### src/rtl/kbd_pkg.sv
// Shared constants, decoder state type and the Set-2 scan-code to ASCII map for ps2_key_event.
package kbd_pkg;

    localparam logic [7:0] SC_BREAK  = 8'hF0;
    localparam logic [7:0] SC_EXT    = 8'hE0;
    localparam logic [7:0] SC_LSHIFT = 8'h12;
    localparam logic [7:0] SC_RSHIFT = 8'h59;

    typedef enum logic [1:0] {
        IDLE    = 2'd0,
        BRK     = 2'd1,
        EXT     = 2'd2,
        EXT_BRK = 2'd3
    } kbd_state_e;

    typedef struct packed {
        logic       mapped;
        logic [7:0] ascii;
    } kbd_map_t;

    // Lowercase letters, digits, space and enter; everything else is unmapped.
    function automatic kbd_map_t scan_to_ascii(input logic [7:0] sc);
        kbd_map_t m;
        m.mapped = 1'b1;
        m.ascii  = 8'h00;
        case (sc)
            8'h1C: m.ascii = 8'h61;
            8'h32: m.ascii = 8'h62;
            8'h21: m.ascii = 8'h63;
            8'h23: m.ascii = 8'h64;
            8'h24: m.ascii = 8'h65;
            8'h2B: m.ascii = 8'h66;
            8'h34: m.ascii = 8'h67;
            8'h33: m.ascii = 8'h68;
            8'h43: m.ascii = 8'h69;
            8'h3B: m.ascii = 8'h6A;
            8'h42: m.ascii = 8'h6B;
            8'h4B: m.ascii = 8'h6C;
            8'h3A: m.ascii = 8'h6D;
            8'h31: m.ascii = 8'h6E;
            8'h44: m.ascii = 8'h6F;
            8'h4D: m.ascii = 8'h70;
            8'h15: m.ascii = 8'h71;
            8'h2D: m.ascii = 8'h72;
            8'h1B: m.ascii = 8'h73;
            8'h2C: m.ascii = 8'h74;
            8'h3C: m.ascii = 8'h75;
            8'h2A: m.ascii = 8'h76;
            8'h1D: m.ascii = 8'h77;
            8'h22: m.ascii = 8'h78;
            8'h35: m.ascii = 8'h79;
            8'h1A: m.ascii = 8'h7A;
            8'h45: m.ascii = 8'h30;
            8'h16: m.ascii = 8'h31;
            8'h1E: m.ascii = 8'h32;
            8'h26: m.ascii = 8'h33;
            8'h25: m.ascii = 8'h34;
            8'h2E: m.ascii = 8'h35;
            8'h36: m.ascii = 8'h36;
            8'h3D: m.ascii = 8'h37;
            8'h3E: m.ascii = 8'h38;
            8'h46: m.ascii = 8'h39;
            8'h29: m.ascii = 8'h20;
            8'h5A: m.ascii = 8'h0D;
            default: m.mapped = 1'b0;
        endcase
        return m;
    endfunction

endpackage

### src/rtl/ps2_key_event_if.sv
// Byte-in / event-out bundle of ps2_key_event; slave is the decoder side, master the byte source/consumer.
interface ps2_key_event_if #(parameter int unsigned FIFO_DEPTH = 8);

    logic [7:0]                   ps2_byte;
    logic                         ps2_valid;
    logic [7:0]                   key_ascii;
    logic                         key_valid;
    logic                         key_ready;
    logic [7:0]                   held_ascii;
    logic                         overflow;
    logic [$clog2(FIFO_DEPTH):0]  fifo_level;

    modport slave (
        input  ps2_byte, ps2_valid, key_ready,
        output key_ascii, key_valid, held_ascii, overflow, fifo_level
    );

    modport master (
        output ps2_byte, ps2_valid, key_ready,
        input  key_ascii, key_valid, held_ascii, overflow, fifo_level
    );

endinterface

### src/rtl/kbd_event_fifo.sv
// Show-ahead event FIFO; a push into a full FIFO succeeds only when a pop happens in the same cycle.
module kbd_event_fifo #(
    parameter int unsigned DEPTH = 8,
    parameter int unsigned WIDTH = 8
) (
    input  logic                     clk,
    input  logic                     reset,
    input  logic                     push_i,
    input  logic [WIDTH-1:0]         data_i,
    input  logic                     pop_i,
    output logic [WIDTH-1:0]         head_o,
    output logic                     full_o,
    output logic                     empty_o,
    output logic [$clog2(DEPTH):0]   level_o
);

    localparam int unsigned PTR_W = $clog2(DEPTH);
    localparam int unsigned LVL_W = PTR_W + 1;

    logic [WIDTH-1:0] mem_q [DEPTH];
    logic [PTR_W-1:0] wr_ptr_q, wr_ptr_d;
    logic [PTR_W-1:0] rd_ptr_q, rd_ptr_d;
    logic [LVL_W-1:0] level_q, level_d;
    logic             push_ok, pop_ok;

    assign empty_o = (level_q == '0);
    assign full_o  = (level_q == LVL_W'(DEPTH));
    assign pop_ok  = pop_i && !empty_o;
    assign push_ok = push_i && (!full_o || pop_ok);
    assign head_o  = empty_o ? '0 : mem_q[rd_ptr_q];
    assign level_o = level_q;

    always_comb begin
        wr_ptr_d = push_ok ? wr_ptr_q + PTR_W'(1) : wr_ptr_q;
        rd_ptr_d = pop_ok  ? rd_ptr_q + PTR_W'(1) : rd_ptr_q;
        level_d  = level_q;
        case ({push_ok, pop_ok})
            2'b10:   level_d = level_q + LVL_W'(1);
            2'b01:   level_d = level_q - LVL_W'(1);
            default: level_d = level_q;
        endcase
    end

    always_ff @(posedge clk) begin
        if (reset) begin
            wr_ptr_q <= '0;
            rd_ptr_q <= '0;
            level_q  <= '0;
        end else begin
            wr_ptr_q <= wr_ptr_d;
            rd_ptr_q <= rd_ptr_d;
            level_q  <= level_d;
        end
    end

    // Storage needs no reset: head_o is masked while empty.
    always_ff @(posedge clk) begin
        if (push_ok) mem_q[wr_ptr_q] <= data_i;
    end

endmodule

### src/rtl/ps2_key_event.sv
// PS/2 Set-2 byte stream to one ASCII event per key press, with typematic filtering and an event FIFO.
// Optional SHIFT_UPPER_EN: shift keys uppercase letters pressed while held.
module ps2_key_event
    import kbd_pkg::*;
#(
    parameter int unsigned FIFO_DEPTH    = 8,
    parameter int unsigned REPEAT_FILTER = 1
) (
    input  logic                  clk,
    input  logic                  reset,
    ps2_key_event_if.slave        bus
);

    kbd_state_e state_q, state_d;
    logic [7:0] held_code_q, held_code_d;
    logic [7:0] held_ascii_q, held_ascii_d;
    logic       overflow_q, overflow_d;
    logic       shift_q, shift_d;
    logic       push_c;
    logic [7:0] push_ascii_c;
    logic       pop_c;
    logic       fifo_full;
    logic       fifo_empty;
    kbd_map_t   map_c;
    logic       is_prefix_c;
    logic       is_shift_c;

    assign map_c       = scan_to_ascii(bus.ps2_byte);
    assign is_prefix_c = (bus.ps2_byte == SC_BREAK) || (bus.ps2_byte == SC_EXT);
`ifdef SHIFT_UPPER_EN
    assign is_shift_c  = (bus.ps2_byte == SC_LSHIFT) || (bus.ps2_byte == SC_RSHIFT);
`else
    assign is_shift_c  = 1'b0;
`endif

    always_ff @(posedge clk) begin
        if (reset) state_q <= IDLE;
        else       state_q <= state_d;
    end

    always_comb begin
        state_d = state_q;
        if (bus.ps2_valid) begin
            case (state_q)
                IDLE: begin
                    if (bus.ps2_byte == SC_BREAK)    state_d = BRK;
                    else if (bus.ps2_byte == SC_EXT) state_d = EXT;
                end
                EXT:     state_d = (bus.ps2_byte == SC_BREAK) ? EXT_BRK : IDLE;
                default: state_d = IDLE;
            endcase
        end
    end

    // Event generation and held-key tracking.
    always_comb begin
        push_c       = 1'b0;
        push_ascii_c = map_c.ascii;
        held_code_d  = held_code_q;
        held_ascii_d = held_ascii_q;
        shift_d      = shift_q;
        if (shift_q && map_c.ascii >= 8'h61 && map_c.ascii <= 8'h7A)
            push_ascii_c = map_c.ascii - 8'h20;
        if (bus.ps2_valid) begin
            case (state_q)
                IDLE: begin
                    if (is_shift_c) begin
                        shift_d = 1'b1;
                    end else if (!is_prefix_c && map_c.mapped &&
                                 !((REPEAT_FILTER != 0) && (bus.ps2_byte == held_code_q))) begin
                        push_c       = 1'b1;
                        held_code_d  = bus.ps2_byte;
                        held_ascii_d = push_ascii_c;
                    end
                end
                BRK: begin
                    if (is_shift_c) shift_d = 1'b0;
                    if (bus.ps2_byte == held_code_q) begin
                        held_code_d  = 8'h00;
                        held_ascii_d = 8'h00;
                    end
                end
                default: ;
            endcase
        end
        overflow_d = overflow_q || (push_c && fifo_full && !pop_c);
    end

    always_ff @(posedge clk) begin
        if (reset) begin
            held_code_q  <= 8'h00;
            held_ascii_q <= 8'h00;
            overflow_q   <= 1'b0;
            shift_q      <= 1'b0;
        end else begin
            held_code_q  <= held_code_d;
            held_ascii_q <= held_ascii_d;
            overflow_q   <= overflow_d;
            shift_q      <= shift_d;
        end
    end

    assign pop_c = !fifo_empty && bus.key_ready;

    kbd_event_fifo #(
        .DEPTH (FIFO_DEPTH),
        .WIDTH (8)
    ) u_fifo (
        .clk     (clk),
        .reset   (reset),
        .push_i  (push_c),
        .data_i  (push_ascii_c),
        .pop_i   (pop_c),
        .head_o  (bus.key_ascii),
        .full_o  (fifo_full),
        .empty_o (fifo_empty),
        .level_o (bus.fifo_level)
    );

    assign bus.key_valid  = !fifo_empty;
    assign bus.held_ascii = held_ascii_q;
    assign bus.overflow   = overflow_q;

endmodule

### src/flat_wrapper.sv
// flat-port wrapper written by rule: the top's interface ports become plain ports
module ps2_key_event_flat import kbd_pkg::*;
#(
    parameter int unsigned FIFO_DEPTH    = 8,
    parameter int unsigned REPEAT_FILTER = 1
)
  (clk, reset, bus_ps2_byte, bus_ps2_valid, bus_key_ready, bus_key_ascii, bus_key_valid, bus_held_ascii, bus_overflow, bus_fifo_level);
  ps2_key_event_if #(.FIFO_DEPTH(FIFO_DEPTH)) bus_i ();
  input  logic clk;
  input  logic reset;
  input wire logic [$bits(bus_i.ps2_byte)-1:0] bus_ps2_byte;
  input wire logic [$bits(bus_i.ps2_valid)-1:0] bus_ps2_valid;
  input wire logic [$bits(bus_i.key_ready)-1:0] bus_key_ready;
  output wire logic [$bits(bus_i.key_ascii)-1:0] bus_key_ascii;
  output wire logic [$bits(bus_i.key_valid)-1:0] bus_key_valid;
  output wire logic [$bits(bus_i.held_ascii)-1:0] bus_held_ascii;
  output wire logic [$bits(bus_i.overflow)-1:0] bus_overflow;
  output wire logic [$bits(bus_i.fifo_level)-1:0] bus_fifo_level;
  assign bus_i.ps2_byte = bus_ps2_byte;
  assign bus_i.ps2_valid = bus_ps2_valid;
  assign bus_i.key_ready = bus_key_ready;
  assign bus_key_ascii = bus_i.key_ascii;
  assign bus_key_valid = bus_i.key_valid;
  assign bus_held_ascii = bus_i.held_ascii;
  assign bus_overflow = bus_i.overflow;
  assign bus_fifo_level = bus_i.fifo_level;
  ps2_key_event #(.FIFO_DEPTH(FIFO_DEPTH), .REPEAT_FILTER(REPEAT_FILTER)) u_core (.clk(clk), .reset(reset), .bus(bus_i));
endmodule
### config.mk
export PLATFORM = sky130hd
export DESIGN_NAME = ps2_key_event_flat
export DESIGN_NICKNAME = d
export VERILOG_FILES = /design/src/rtl/kbd_pkg.sv /design/src/rtl/ps2_key_event_if.sv /design/src/rtl/kbd_event_fifo.sv /design/src/rtl/ps2_key_event.sv /design/src/flat_wrapper.sv
export SDC_FILE = /design/constraint.sdc
export NUM_CORES = 1
export LEC_CHECK = 0
export ABC_CLOCK_PERIOD_IN_PS = 10100
export BUFFER_PORTS_ARGS = -buffer_cell sky130_fd_sc_hd__buf_2
export CAP_MARGIN = 20
export CELL_PAD_IN_SITES_DETAIL_PLACEMENT = 1
export CELL_PAD_IN_SITES_GLOBAL_PLACEMENT = 2
export CORE_MARGIN = 2
export CORE_UTILIZATION = 43
export CTS_BUF_LIST = sky130_fd_sc_hd__clkbuf_4 sky130_fd_sc_hd__clkbuf_8 sky130_fd_sc_hd__clkbuf_16
export CTS_CLUSTER_SIZE = 16
export DETAILED_ROUTE_END_ITERATION = 10
export PLACE_DENSITY_LB_ADDON = 0.08
export SYNTH_ARGS = -nofsm -noshare
export SYNTH_HDL_FRONTEND = slang
export SYNTH_SLANG_ARGS = --single-unit
### constraint.sdc
create_clock -name clk -period 10.1 [get_ports clk]
set_clock_uncertainty 0.1 [all_clocks]
set_input_delay 0.505 -clock clk [delete_from_list [all_inputs] [get_ports clk]]
set_output_delay 0.505 -clock clk [all_outputs]
set_load 0.03 [all_outputs]
# Word-level counts from Yosys, hierarchy flattened
# Memories as Yosys holds them, arrays and structs flattened. A register that Yosys moved wholly into a read port is not among the register bits.
# Index checks and enable logic that the tools add are counted.
dict set report totals {
  ff_bits 29
  mem_bits_rw 56
  output_inout_bits 22
  word_cells 103
  mem_count 1
}
dict set report op_classes {
  addsub 4
  eq_ne 49
  muxes 20
  reduce_logical 22
}
# name words word_bits rd rd_ports_with_merged_regs write_ports line
set memory_table {}
lappend memory_table {u_core.u_fifo.mem_q 8 7 1 1 1 kbd_event_fifo.sv:20} ;# logic [WIDTH-1:0] mem_q [DEPTH];
# op count
set op_table {}
lappend op_table {{$pmux 7 s38} 1}
lappend op_table {{$eq 8x6->1 const B} 23}
lappend op_table {{$eq 8x7->1 const B} 8}
lappend op_table {{$eq 8x5->1 const B} 7}
lappend op_table {{$reduce_or 38->1} 1}
lappend op_table {{$mux 8} 4}
lappend op_table {{$pmux 8 s2} 2}
lappend op_table {{$eq 8x8->1 const B} 2}
lappend op_table {{$eq 8x8->1} 1}
lappend op_table {{$pmux 4 s2} 1}
lappend op_table {{$logic_and 1x1->1} 7}
lappend op_table {{$add 3x1->3 const B} 2}
lappend op_table {{$mux 1} 6}
lappend op_table {{$mux 2} 3}
lappend op_table {{$mux 3} 2}
lappend op_table {{$logic_not 1->1} 5}
lappend op_table {{$add 4x1->4 const B} 1}
lappend op_table {{$eq 2x1->1 const B} 2}
lappend op_table {{$eq 2x2->1 const B} 2}
lappend op_table {{$eq 4x4->1 const B} 1}
lappend op_table {{$logic_not 4->1} 1}
lappend op_table {{$ne 2x1->1 const B} 2}
lappend op_table {{$pmux 2 s2} 1}
lappend op_table {{$reduce_and 4->1} 1}
lappend op_table {{other kinds (6)} 9}

# Depth between registers and ports, before layout
dict set report depth {
  word_depth 11
  depth_mapped 17
  ltp_nobuf 13
}

# Cells and area by module
# A second synthesis with hierarchy kept.
dict set report unflattened {
  cells_unflattened 421
  area_unflattened_um2 4949.7
}
# mod n_inst cells_each area_each_um2 seq_area_each_um2
set modules_own_cells {}
lappend modules_own_cells {kbd_event_fifo 1 184 3160.5 2182.1}
lappend modules_own_cells {ps2_key_event 1 237 1789.2 360.3}

# Worst setup path after synthesis
# No wires, ideal clock.
dict set report synth_path {
  kind {input port to flip-flop}
  start {input bus_ps2_byte[2]}
  end {register u_core.u_fifo.level_q[3] (netlist: u_core.u_fifo.level_o[3])}
  setup_ps 71
  arrival_ps 3370
  slack_ps 6559
  path_stages 15
  path_cell_list {clkbuf_1 and4b_1 a32oi_1 nor3_1 or3_4 o41ai_4 buf_2 nand2_1 inv_1 ha_1 a21o_1 a21oi_1 nand3_1 a21o_1 a21oi_1}
}
dict set report synth_between {
  elab_chain_len 11
}
# element line
set synth_rtl {}
lappend synth_rtl {{start, declared} flat_wrapper.sv:11} ;# input wire logic [$bits(bus_i.ps2_byte)-1:0] bus_ps2_byte;
lappend synth_rtl {{$eq 8x5->1, or another cell as far along} kbd_pkg.sv:26} ;# case (sc)
lappend synth_rtl {{$reduce_or 38->1 (no line) / $logic_or 1x1->1 (equally long branches)} --}
lappend synth_rtl {{$mux 1 / $logic_not 1->1 (equally long branches)} {kbd_pkg.sv:26, ps2_key_event.sv:69}}
lappend synth_rtl {{$logic_and 1x1->1} ps2_key_event.sv:69} ;# end else if (!is_prefix_c && map_c.mapped &&
lappend synth_rtl {{$logic_and 1x1->1 (*)} ps2_key_event.sv:69}
lappend synth_rtl {{$mux 1 (*)} ps2_key_event.sv:69}
lappend synth_rtl {{$mux 1 (*)} ps2_key_event.sv:65} ;# case (state_q)
lappend synth_rtl {{$mux 1 (*)} ps2_key_event.sv:64} ;# if (bus.ps2_valid) begin
lappend synth_rtl {{$logic_and 1x1->1 (*)} kbd_event_fifo.sv:29} ;# assign push_ok = push_i && (!full_o || pop_ok);
lappend synth_rtl {{$eq 2x1->1 / $eq 2x2->1 (equally long branches)} kbd_event_fifo.sv:37} ;# case ({push_ok, pop_ok})
lappend synth_rtl {{$pmux 4 s2 / $reduce_bool 2->1 (equally long branches)} --}
lappend synth_rtl {{end signal, assigned} kbd_event_fifo.sv:52} ;# level_q <= level_d;
lappend synth_rtl {{end, declared} kbd_event_fifo.sv:23} ;# logic [LVL_W-1:0] level_q, level_d;
# Mark *: on every way between the ends. The rest lies on a longest branch, timed or not.
# A chain may end at the register's enable or synchronous reset.

# Worst setup path after layout
dict set report layout_path {
  start {input bus_ps2_byte[4]}
  end {memory u_core.u_fifo.mem_q[2][2] (netlist name), enable pin}
}
dict set report layout_between {
  elab_chain_len 11
}
# element line
set layout_rtl {}
lappend layout_rtl {{$eq 8x5->1, or another cell as far along} kbd_pkg.sv:26}
lappend layout_rtl {{$reduce_or 38->1 (no line) / $logic_or 1x1->1 (equally long branches)} --}
lappend layout_rtl {{$mux 1 / $logic_not 1->1 (equally long branches)} {kbd_pkg.sv:26, ps2_key_event.sv:69}}
lappend layout_rtl {{$logic_and 1x1->1} ps2_key_event.sv:69}
lappend layout_rtl {{$logic_and 1x1->1 (*)} ps2_key_event.sv:69}
lappend layout_rtl {{$mux 1 (*)} ps2_key_event.sv:69}
lappend layout_rtl {{$mux 1 (*)} ps2_key_event.sv:65}
lappend layout_rtl {{$mux 1 (*)} ps2_key_event.sv:64}
lappend layout_rtl {{$logic_and 1x1->1 (*)} kbd_event_fifo.sv:29}
lappend layout_rtl {{$mux 1 (*)} kbd_event_fifo.sv:58} ;# if (push_ok) mem_q[wr_ptr_q] <= data_i;
lappend layout_rtl {{$mux 1 (implied by the code) (*)} kbd_event_fifo.sv:58}
lappend layout_rtl {{end, declared} kbd_event_fifo.sv:20}
# Marks and branches as above.

==> flow_summary.yaml <==
outcome:
  status: "finished clean"
drt:
  wire_per_inst_um: 19.9
  drt_iter0_drc: 147
  detail_route.vias_per_cell: 5.75
  dr.pass1.iters: 4
  ant_nets: 0
  num_vias: 3292
  drc: 0
  wl_um: 11400
floorplanning:
  die_area_um2: 11300
  dieWidth_um: 106
  std_cell_rows: 37
  die_y_um: 106
  core_area_um2: 10300
  io_pins: 34
  initial_core_util: 0.439
worst_hold_path:
  hold_depth: 2
  min_path_type: "register to register"
  min-delay-start: "u_core.bus.overflow$_SDFF_PP0_"
sta:
  setup_viol: 0
  tightestPinTransition_ns: 1.00
  clock.fmax_ghz: 0.253
  relSlewSlack: 0.331
  slew_violations: 0
  hold_viol_final: 0
  period_minus_slack_ns: 3.95
  rsz0062_at_grt: "false"
  tns_ns: 0
  min_period_over_period: 0.391
cts:
  numCtsBuffers: 9
  cts_tree: "yes"
  cts_resized: 0
  clkTransAtPathRegs_ns: 0.08
  post_cts_buffers: 0
  cts_hold_buf: 0
  clock_sinks: 87
  cts-root-buf: "clkbuf_8"
  clk_latency_ns: 0.35
  htreeDepth: 3
  clockBufferDepth: 2
critical_path:
  path_delay_family: "simple AND/OR/NAND/NOR gates"
  arrival_ns: 3.81
  crit_path_max_fanout: 36
  r2r_start: "u_core.held_code_q[7]$_SDFFE_PP0P_"
  slowest_stage: "nor3b_1"
  crit_required_ns: 9.97
  critPathLaunchType: "primary input"
  crit_path_start: "bus_ps2_byte[4]"
  r2r_cells: 9
  endpoint_kind: "register"
  crit_buf_inv: 2
  setup.worst_path.class: "primary input to register"
  critical_path_depth: 10
  path_cells: "buf_2 > nor4b_1 > o2bb2ai_1 > a22oi_1 > nand4b_1 > o41ai_4 > buf_4 > nor2b_1 > nand2b_1 > nor3b_1"
  cpPeakStageDelay_ns: 0.84
global_route:
  grt_pass1_vias: 3345
  gr-total-overflow: 0
  grt_use_total: 0.216
  grt_first_pass_wirelength_um: 18700
  grt_max_degree: 37
  antenna_found_initial: 0
yosys:
  netlist_area_um2: 4510
  yosys_register_bits: 87
  netlist_instances: 415
  synth_top_area_frac: 0.373
  synth_most_common_cell: "edfxtp_1"
  synth_cell_types: 59
  synth-seq-area-share: 0.510
  syn_area_per_cell_um2: 10.9
  yosys-top-cells-area: "edfxtp_1, dfxtp_1, mux4_2"
  synth_flop_cell: "edfxtp_1"
  synthTopCellsByCount: "edfxtp_1, nor2_1, dfxtp_1"
  synthArstFlopShare: 0
  synth-edff-count: 56
  yosys.area.top_type: "edfxtp_1"
  yosysWarnings: 0
layout:
  area_growth_syn_to_layout_pct: 9.59
  fillers: 1189
  antennaDiodeCount: 0
  drive_gt1_frac: 0.181
  nets: 449
  post-route-util: 0.481
job:
  maxCapViolCount: 0
place:
  port_buffers: 31
  dp_hpwl_um: 8180
  globalplace.congestion: 0.877
pwr:
  p_leak_nw: 1.71
  power_uw: 914
  p_per_area_nw_per_um2: 185
  vdd_ir_drop_max_mv: 0.0920
cells in the final DEF, fill, tap and decap left out, types with 3 or more instances in the layout:
cell | Yosys | routed
nand3b_1 | 4 | 4
a31oi_1 | 11 | 11
inv_1 | 11 | 11
a22oi_1 | 3 | 3
nor2_1 | 54 | 54
or3_1 | 4 | 4
nand4_1 | 3 | 3
nor3_1 | 14 | 14
ha_1 | 4 | 4
nand3_1 | 9 | 9
dfxtp_1 | 31 | 31
nand2_1 | 21 | 21
mux2i_1 | 10 | 10
buf_4 | 4 | 5
clkbuf_8 | 0 | 9
o22ai_1 | 5 | 5
or2_2 | 3 | 3
mux4_2 | 14 | 14
nor3b_1 | 8 | 8
nor2b_1 | 9 | 9
buf_2 | 12 | 31
o21ai_0 | 8 | 8
nor4_1 | 5 | 5
xnor2_1 | 12 | 12
and3_1 | 3 | 3
a21oi_1 | 20 | 20
or3b_2 | 3 | 3
xor2_1 | 4 | 4
nand2b_1 | 14 | 14
edfxtp_1 | 56 | 56
worst min-delay path, delay by kind of cell, from the launching register on:
kind / cells / cell delay, ns
simple gates: 2 / 0.11
flops: 1 / 0.33
kinds of logic after synthesis:
logic type / count (synthesis) / share of synthesized area
compound gates: 72 / 0.109
xor+xnor: 16 / 0.0310
fa+ha+maj: 5 / 0.0155
buf+inv: 44 / 0.0432
flops: 87 / 0.510
mux: 26 / 0.0970
other cells: 1 / 0.000831
simple gates: 164 / 0.193
through the flow:
step | setup slack [ns] | cell area [um^2] | hold WS, ns | std cells
2_1_floorplan | 6.56 | 4520 | 0.354 | 416
3_3_place_gp | 6.02 | 4730 | 0.347 | 555
3_5_place_dp | 5.77 | 4730 | 0.360 | 555
4_1_cts | 6.15 | 4930 | 0.380 | 571
5_1_grt | 5.92 | 4950 | 0.405 | 573
6_report | 6.15 | 4950 | 0.376 | 573
final cells by class:
class,instances,area (um^2),share of cell area
repair buffers,38,205,0.0415
well taps,136,170,0.0344
clock buffers,12,181,0.0367
flip-flops and latches,87,2300,0.465
clock inverters,4,26.3,0.00531
multi-input cells,285,2020,0.408
inverters,11,41.3,0.00835
per-layer routing:
layer	vias up	routed length, um	track usage
met4	0	147	0.0649
met2	57	5780	0.370
met5	-	0	0
li1	1567	-	-
met1	1653	5070	0.279
met3	15	368	0.0417
flip-flops by register name, indices dropped and copies added (netlist names), named ones only:
register	cells
u_core.u_fifo.level_o	4
u_core.bus.held_ascii	7
u_core.u_fifo.rd_ptr_q	3
u_core.held_code_q	8
u_core.state_q	2
u_core.u_fifo.mem_q	56
u_core.u_fifo.wr_ptr_q	3
u_core.bus.overflow	1
power breakdown:
| part | total, mW | leakage, nW | internal [mW] | switching, mW |
|---|---|---|---|---|
| registers | 0.424 | 0.762 | 0.392 | 0.0317 |
| logic | 0.250 | 0.839 | 0.100 | 0.150 |
| clock network | 0.240 | 0.108 | 0.122 | 0.118 |
path summary, 6_finish.rpt:
path                                              end  slack [ns]
setup reg to reg  u_core.u_fifo.mem_q[2][2]$_DFFE_PP_        6.75
hold / removal         u_core.bus.overflow$_SDFF_PP0_        0.38
hold reg to reg        u_core.bus.overflow$_SDFF_PP0_        0.38
setup / recovery  u_core.u_fifo.mem_q[2][2]$_DFFE_PP_        6.15
Note: power is estimated with default switching activity, not from simulation.
